==> config.mk <==
export PLATFORM = sky130hd
export DESIGN_NAME = ff_bank
export DESIGN_NICKNAME = d
export VERILOG_FILES = /design/src/rtl/ff_bank_pkg.sv /design/src/rtl/ff_cell.sv /design/src/rtl/ff_bank.sv
export SDC_FILE = /design/constraint.sdc
export NUM_CORES = 1
export LEC_CHECK = 0
export BUFFER_PORTS_ARGS = -buffer_cell sky130_fd_sc_hd__buf_2
export CORE_MARGIN = 2
export CORE_UTILIZATION = 47
export DETAILED_ROUTE_END_ITERATION = 6
export GPL_TIMING_DRIVEN = 0
export PLACE_DENSITY_LB_ADDON = 0.08
export SLEW_MARGIN = 25
export SYNTH_ARGS = -nofsm -noshare
export SYNTH_HDL_FRONTEND = slang
export SYNTH_SLANG_ARGS = --single-unit
==> constraint.sdc <==
create_clock -name clk -period 1.8 [get_ports clk]
set_input_delay 0.36 -clock clk [delete_from_list [all_inputs] [get_ports clk]]
set_output_delay 0.36 -clock clk [all_outputs]
set_load 0.03 [all_outputs]
==> src/rtl/ff_bank_pkg.sv <==
// Shared mode encoding for the ff_bank flip-flop bank.
package ff_bank_pkg;

  typedef enum logic [1:0] {
    MODE_SR = 2'b00,
    MODE_JK = 2'b01,
    MODE_D  = 2'b10,
    MODE_T  = 2'b11
  } mode_t;

endpackage

==> src/rtl/ff_cell.sv <==
// One flip-flop channel: next-state function and SR illegal-input flag.
module ff_cell
  import ff_bank_pkg::*;
(
  input  logic  qn,
  input  logic  s,
  input  logic  r,
  input  mode_t mode,
  input  logic  en,
  output logic  q_next,
  output logic  viol
);

  always_comb begin
    q_next = qn;
    viol   = 1'b0;
    if (en) begin
      unique case (mode)
        MODE_SR: begin
          if (s && !r)      q_next = 1'b1;
          else if (!s && r) q_next = 1'b0;
          viol = s & r;
        end
        MODE_JK: begin
          if (s && r)       q_next = ~qn;
          else if (s)       q_next = 1'b1;
          else if (r)       q_next = 1'b0;
        end
        MODE_D:  q_next = s;
        MODE_T:  q_next = s ? ~qn : qn;
        default: q_next = qn;
      endcase
    end
  end

endmodule

==> src/rtl/ff_bank.sv <==
// Bank of WIDTH mode-selectable flip-flops with sticky violation mask and saturating counter.
module ff_bank
  import ff_bank_pkg::*;
#(
  parameter int unsigned       WIDTH = 8,
  parameter logic [WIDTH-1:0]  INIT  = '0,
  parameter int unsigned       CNT_W = 8
) (
  input  logic             clk,
  input  logic             rst,
  input  logic             en,
  input  logic [1:0]       mode,
  input  logic [WIDTH-1:0] s,
  input  logic [WIDTH-1:0] r,
  input  logic             clr_err,
  output logic [WIDTH-1:0] q,
  output logic [WIDTH-1:0] qbar,
  output logic             err,
  output logic [WIDTH-1:0] err_mask,
  output logic [CNT_W-1:0] err_cnt
);

  logic [WIDTH-1:0] q_reg;
  logic [WIDTH-1:0] q_next;
  logic [WIDTH-1:0] viol;
  logic [WIDTH-1:0] mask_reg;
  logic [CNT_W-1:0] cnt_reg;
  mode_t            mode_sel;

  assign mode_sel = mode_t'(mode);

  for (genvar i = 0; i < WIDTH; i++) begin : g_cell
    ff_cell u_cell (
      .qn     (q_reg[i]),
      .s      (s[i]),
      .r      (r[i]),
      .mode   (mode_sel),
      .en     (en),
      .q_next (q_next[i]),
      .viol   (viol[i])
    );
  end

  // viol is already gated by en, so the error state needs no separate enable
  always_ff @(posedge clk) begin
    if (rst) begin
      q_reg    <= INIT;
      mask_reg <= '0;
      cnt_reg  <= '0;
    end else begin
      if (en) q_reg <= q_next;
      if (clr_err) begin
        mask_reg <= viol;
        cnt_reg  <= (|viol) ? CNT_W'(1) : '0;
      end else begin
        mask_reg <= mask_reg | viol;
        if ((|viol) && (cnt_reg != '1)) cnt_reg <= cnt_reg + CNT_W'(1);
      end
    end
  end

  assign q        = q_reg;
  assign qbar     = ~q_reg;
  assign err_mask = mask_reg;
  assign err      = |mask_reg;
  assign err_cnt  = cnt_reg;

endmodule

# ---- Word-level counts from Yosys, hierarchy flattened
# Cells that the tools add are included.
dict set report totals {
  regBits 24
  output_inout_bits 33
}
dict set report op_classes {
  addsub 1
  n_eq_ne 28
  muxes 76
  bitwise 18
  n_reduce_logical 53
}
# cell count
set op_table {}
lappend op_table {{$mux 1} 65}
lappend op_table {{$ne 4x3->1 const B} 8}
lappend op_table {{$pmux 1 s4} 8}
lappend op_table {{$reduce_and 4->1} 8}
lappend op_table {{$logic_and 1x1->1} 25}
lappend op_table {{$mux 8} 3}
lappend op_table {{$ne 3x1->1 const B} 8}
lappend op_table {{$logic_not 1->1} 16}
lappend op_table {{$ne 2x2->1 const B} 8}
lappend op_table {{$reduce_or 8->1} 2}
lappend op_table {{$add 8x1->8 const B} 1}
lappend op_table {{$and 1x1->1} 8}
lappend op_table {{$ne 8x8->1 const B} 1}
lappend op_table {{$not 1->1} 8}
lappend op_table {{$not 8->8} 1}
lappend op_table {{$or 8x8->8} 1}
lappend op_table {{$eq 2x2->1 const B} 2}
lappend op_table {{$eq 2x1->1 const B} 1}
lappend op_table {{$logic_not 2->1} 1}
lappend op_table {{$reduce_bool 2->1} 1}

# ---- Logic depth before layout (Yosys ltp)
dict set report depth {
  ltp_word 7
  depth_mapped 6
  depth_no_buf 6
}

# ---- Modules after synthesis
# A second synthesis with hierarchy kept.
dict set report unflattened {
  hier_cells 205
  area_unflattened_um2 1572.8
}
# module n_inst cells_per_inst area_per_inst_um2 seq_area_each_um2
set by_module_without_submodules {}
lappend by_module_without_submodules {ff_bank 1 117 1012.2 480.5}
lappend by_module_without_submodules {ff_cell 8 11 70.1 0.0}

# ---- Worst setup path after synthesis
# OpenSTA, ideal clock, no wires.
dict set report synth_path {
  path_type {flip-flop to flip-flop}
  startpoint {reg cnt_reg[0] (netlist: err_cnt[0])}
  endpoint {reg cnt_reg[3] (netlist: err_cnt[3])}
  setup_time_ps 86
  t_arrival_ps 1576
  required_ps 1714
  path_slack_ps 138
  path_stages_with_launch 6
  path_buffers 0
  period_less_slack_ps 1662
  cell_sequence {dfxtp_1 > ha_1 > nand3_1 > nor3_2 > nor2_1 > a211oi_1}
}
dict set report synth_via {
  elab_chain_len 3
  elab_cells_between_ends 6
}
# item line
set synth_rtl {}
lappend synth_rtl {{start: declaration} ff_bank.sv:27} ;# logic [CNT_W-1:0] cnt_reg;
lappend synth_rtl {{start signal: assignment} ff_bank.sv:54} ;# cnt_reg <= (|viol) ? CNT_W'(1) : '0;
lappend synth_rtl {{start signal: assignment} ff_bank.sv:57} ;# if ((|viol) && (cnt_reg != '1)) cnt_reg <= cnt_reg + CNT_W'(1);
lappend synth_rtl {{$add 8x1->8 / $ne 8x8->1 (equally long branches)} ff_bank.sv:57}
lappend synth_rtl {{$mux 8 / $logic_and 1x1->1 (equally long branches)} ff_bank.sv:57}
lappend synth_rtl {{$mux 8 / $reduce_bool 2->1 (equally long branches)} -}
# Parallel ways exist; a longest one is shown, timed or not. The select of a mux whose other input is x is not followed.
# A chain may end at the register's enable or synchronous reset.

# ---- Worst setup path in the final report
# Ends and elaborated chain as after synthesis.

==> results.txt <==
The run finished with clean final reports. VDD sags by at most 0.460 mV. Across all layers, the routed design uses 1472 vias. For the post-detailed-route count of antenna-violating nets, the log shows 0.

Data on the critical path arrives at its endpoint at 1.86 ns. The tools report the via count of the first global-routing pass as 1285. At the worst endpoint, the required time is 2.03 ns.

Measured along the x axis, the die boundary spans 56.9 um. Leaving out filler cells and counting taps, the final layout contains 254. The height of the die works out to 56.9 um. For this block, the initial DRC count from the detailed router was 53. The post-CTS setup repair buffer count was 0. The top cell type by total area after synthesis was sky130_fd_sc_hd__dfxtp_1. For this design, the sink count on the clock tree is 24. The tools report the HPWL reported at the end of detailed placement as 2670 um. The initial utilization of the core area, before any placement, comes to 48.5%.

The most used flip-flop cell after synthesis is sky130_fd_sc_hd__dfxtp_1. Placed instance count: 251. The share of total power dissipated in the clock network is 22.0%.

In this run the most critical hold path is launched from r[2]. TritonCTS built the clock tree. Yosys mapped a number of flops with a built-in enable equal to 0. The number of nets handed over by synthesis was 191. Across the run, the number of max-cap violations was 0.

The total overflow left after global routing is 0. In the synthesized netlist, the cells that appear most often are 25 x sky130_fd_sc_hd__nand2_1, 24 x sky130_fd_sc_hd__dfxtp_1, 14 x sky130_fd_sc_hd__nor2_1. The leakage dissipation was 0.712 nW. The distinct cell type count of the synthesized netlist is 37, and the count of endpoints failing setup in the final report is 0. In the final layout, the share of cells above drive strength 1 is 31.8%. The largest fanout of any net on the critical path was 8; the antenna diode count was 0. Hold repair after CTS inserted 0 buffers. For this run, the post-layout net count is 248. The most frequent cell after synthesis was sky130_fd_sc_hd__nand2_1. The final weighted congestion of routability-driven global placement is 0.807, and the final setup skew is 0.000701 ns. The die covers 0.00323 mm2. Static timing analysis puts the maximum clock frequency at 613 MHz. In this run, synthesis produced a sequential element count of 24.

Synthesis produced a netlist whose cell count is 168. The number of pins exceeding their max-slew limit in the final report came out at 0. Global routing used 21.6% of the available tracks. Critical path endpoint: err_cnt[3].

For the boundary pin count, the log shows 55. In the routed design, unresolved DRC markers number 0. The insertion delay to the later sink of the worst-skew pair was 0.31 ns. The depth of the worst register-to-register path was 5; the final wirelength was 3660 um. Internal power comes to 0.720 mW. The run gives 25.1% as the power share of the combinational group. Across all register-to-register paths, the minimum setup slack is 0.17 ns. The tools report the first element of the critical path as err_cnt[0]. The CTS clock-pin slew for the worst setup and hold paths is 0.13 ns.

The power per cell area was 649 mW/mm2; the count of input and output buffers was 52. The tools report the relative contribution of sequential cells to total power as 52.9%. After detailed routing, the average wire length per cell comes to 14.4 um.

The tools report the number of inserted filler cells in the final layout as 259. Counting along the longest clock path gives a buffer depth of 2. After floorplanning, the core was sized to cover 0.00271 mm2. Ranked by total cell area, the synthesized netlist is headed by sky130_fd_sc_hd__dfxtp_1 37%, sky130_fd_sc_hd__nand2_1 7.1%, sky130_fd_sc_hd__a32oi_1 5.3%, sky130_fd_sc_hd__o221ai_1 4.7%, sky130_fd_sc_hd__a21oi_1 4.6%.

TritonCTS created 3 clock buffers. The total area of sequential cells was 480 um2; the mean instance size in the synthesized netlist was 7.82 um2. STA classifies the critical path endpoint as a flop. The cell area after synthesis came out at 0.00131 mm2.

Sequential elements use 36.6% of the synthesized area. The final number of hold-violating endpoints came out at 0. The worst hold path belongs to the class primary input to flop. The tools report the endpoint of the lowest-slack register-to-register path as err_cnt[3]. For the number of antenna violations at the first check in global routing, the log shows 0.

The first-pass iteration count of the detailed router was 4; the via count normalized by instance count was 5.80. The floorplan row count is 19. The cell sitting at the root of the clock tree is a sky130_fd_sc_hd__clkbuf_4. Yosys printed 0 warnings. At the pin with the least slew margin, the transition time is 0.511 ns. The tools report the worst slew margin relative to its limit as 65.9%. STA classifies the critical path startpoint as a flop. The critical path in this run is classified as flop to flop. The multi-input logic area came out at 702 um2.

The tools report the reported net switching power as 0.346 mW. The worst register-to-register path begins at err_cnt[0]. The area growth from synthesis to final layout is 25.0%. Net switching is 32.5% of the power.

The number of H-tree levels was 1; the portion of synthesized cell area occupied by the leading cell type was 36.6%. Entering global routing, the biggest net connects 13 pins. The final clock period utilization by the worst path was 90.6%.

The total negative slack for setup checks is 0 ns. The share of synthesized registers carrying an async set or reset was 0%; the global-route wire length before repair was 5660 um. Setup repair after global routing left no endpoint under its margin.

The minimum clock period was 1.63 ns.
[layer usage]
metal  vias to the layer above  GRT usage [%]  part of all wire, %
met2                        53           37.7                   46
met3                         4           3.23                  6.4
met4                         0           3.99                 0.63
met5                         -              0                    0
li1                        741              -                    -
met1                       674           28.4                   47
[cell type report]
type	instances	area share, %
tap	31	2.36
multi-input combinational	118	42.8
inverter	11	2.52
clock buffer	3	1.37
timing repair buffer	52	15.9
sequential	24	29.3
buffer	15	5.87
[critical path: stages (launching register included)]
cell and delay (ns):
sky130_fd_sc_hd__dfxtp_1 0.41, sky130_fd_sc_hd__ha_1 0.19, sky130_fd_sc_hd__nand3_1 0.23, sky130_fd_sc_hd__nor3_4 0.33, sky130_fd_sc_hd__nor2_1 0.12, sky130_fd_sc_hd__a211oi_1 0.27
[power groups by stage]
stage / sequential [mW] / combinational (mW) / clock [mW]
floorplan: 0.578 / 0.168 / 0
global placement: 0.573 / 0.259 / 0
detailed placement: 0.576 / 0.264 / 0
CTS: 0.564 / 0.265 / 0.240
global route: 0.566 / 0.288 / 0.259
finish: 0.564 / 0.267 / 0.235
[repair_timing]
item	4_1_cts	5_1_grt
gates resized for setup	0	1
hold endpoints to repair	0	0
endpoints found under the setup margin	0	4
[cells by family (layout without fill, tap and decap cells)]
| kind of cell | after synthesis | count (layout) | synth area share [%] |
|---|---|---|---|
| and+or+nand+nor | 61 | 61 | 21.8 |
| AOI/OAI and AO/OA | 55 | 55 | 29.4 |
| buffers and inverters | 26 | 81 | 10.5 |
| DFF | 24 | 24 | 36.6 |
| adders and majority gates | 1 | 1 | 0.952 |
| muxes | 1 | 1 | 0.762 |
[per-stage QoR]
stage                     setup slack [ns]  utilization [%]  hold slack, ns  area (um2)  power, mW
after floorplan                      0.138                -           0.530        1310      0.747
after global placement              0.0810             59.5           0.475        1610      0.832
after detailed placement            0.0559             59.5           0.496        1610      0.840
after CTS                           0.0471             60.3           0.358        1640       1.07
after global routing                0.0126             60.6           0.357        1640       1.11
final                                0.169             60.6           0.367        1640       1.07
[worst min-delay path by stage]
stage	endpoint	cells after the start	slack (ns)
after floorplan	q[1]	2	0.53
after global placement	err_cnt[1]	2	0.47
after detailed placement	err_mask[4]	2	0.50
after CTS	err_mask[1]	3	0.36
after global routing	err_mask[1]	3	0.36
final	err_mask[2]	3	0.37
[layout by cell type, fill, tap and decap left out, drive strengths merged]
| cell type | instances |
|---|---|
| or4 | 2 |
| nand2 | 25 |
| clkbuf | 7 |
| o21a | 1 |
| buf | 63 |
| a211oi | 2 |
| a32oi | 8 |
| o221ai | 7 |
| a222oi | 1 |
| nor4 | 3 |
| o31ai | 2 |
| and2 | 2 |
| o21ai | 5 |
| clkinv | 1 |
| and3 | 2 |
| a31oi | 8 |
| a22oi | 4 |
| nand4 | 1 |
| nor3 | 8 |
| nor2 | 15 |
| or2 | 1 |
| inv | 10 |
| mux2i | 1 |
| a21oi | 12 |
| nand3 | 2 |
| o41ai | 1 |
| dfxtp | 24 |
| o211ai | 2 |
| ha | 1 |
| o311ai | 1 |
| o22ai | 1 |
(Power assumes the default switching activity.)
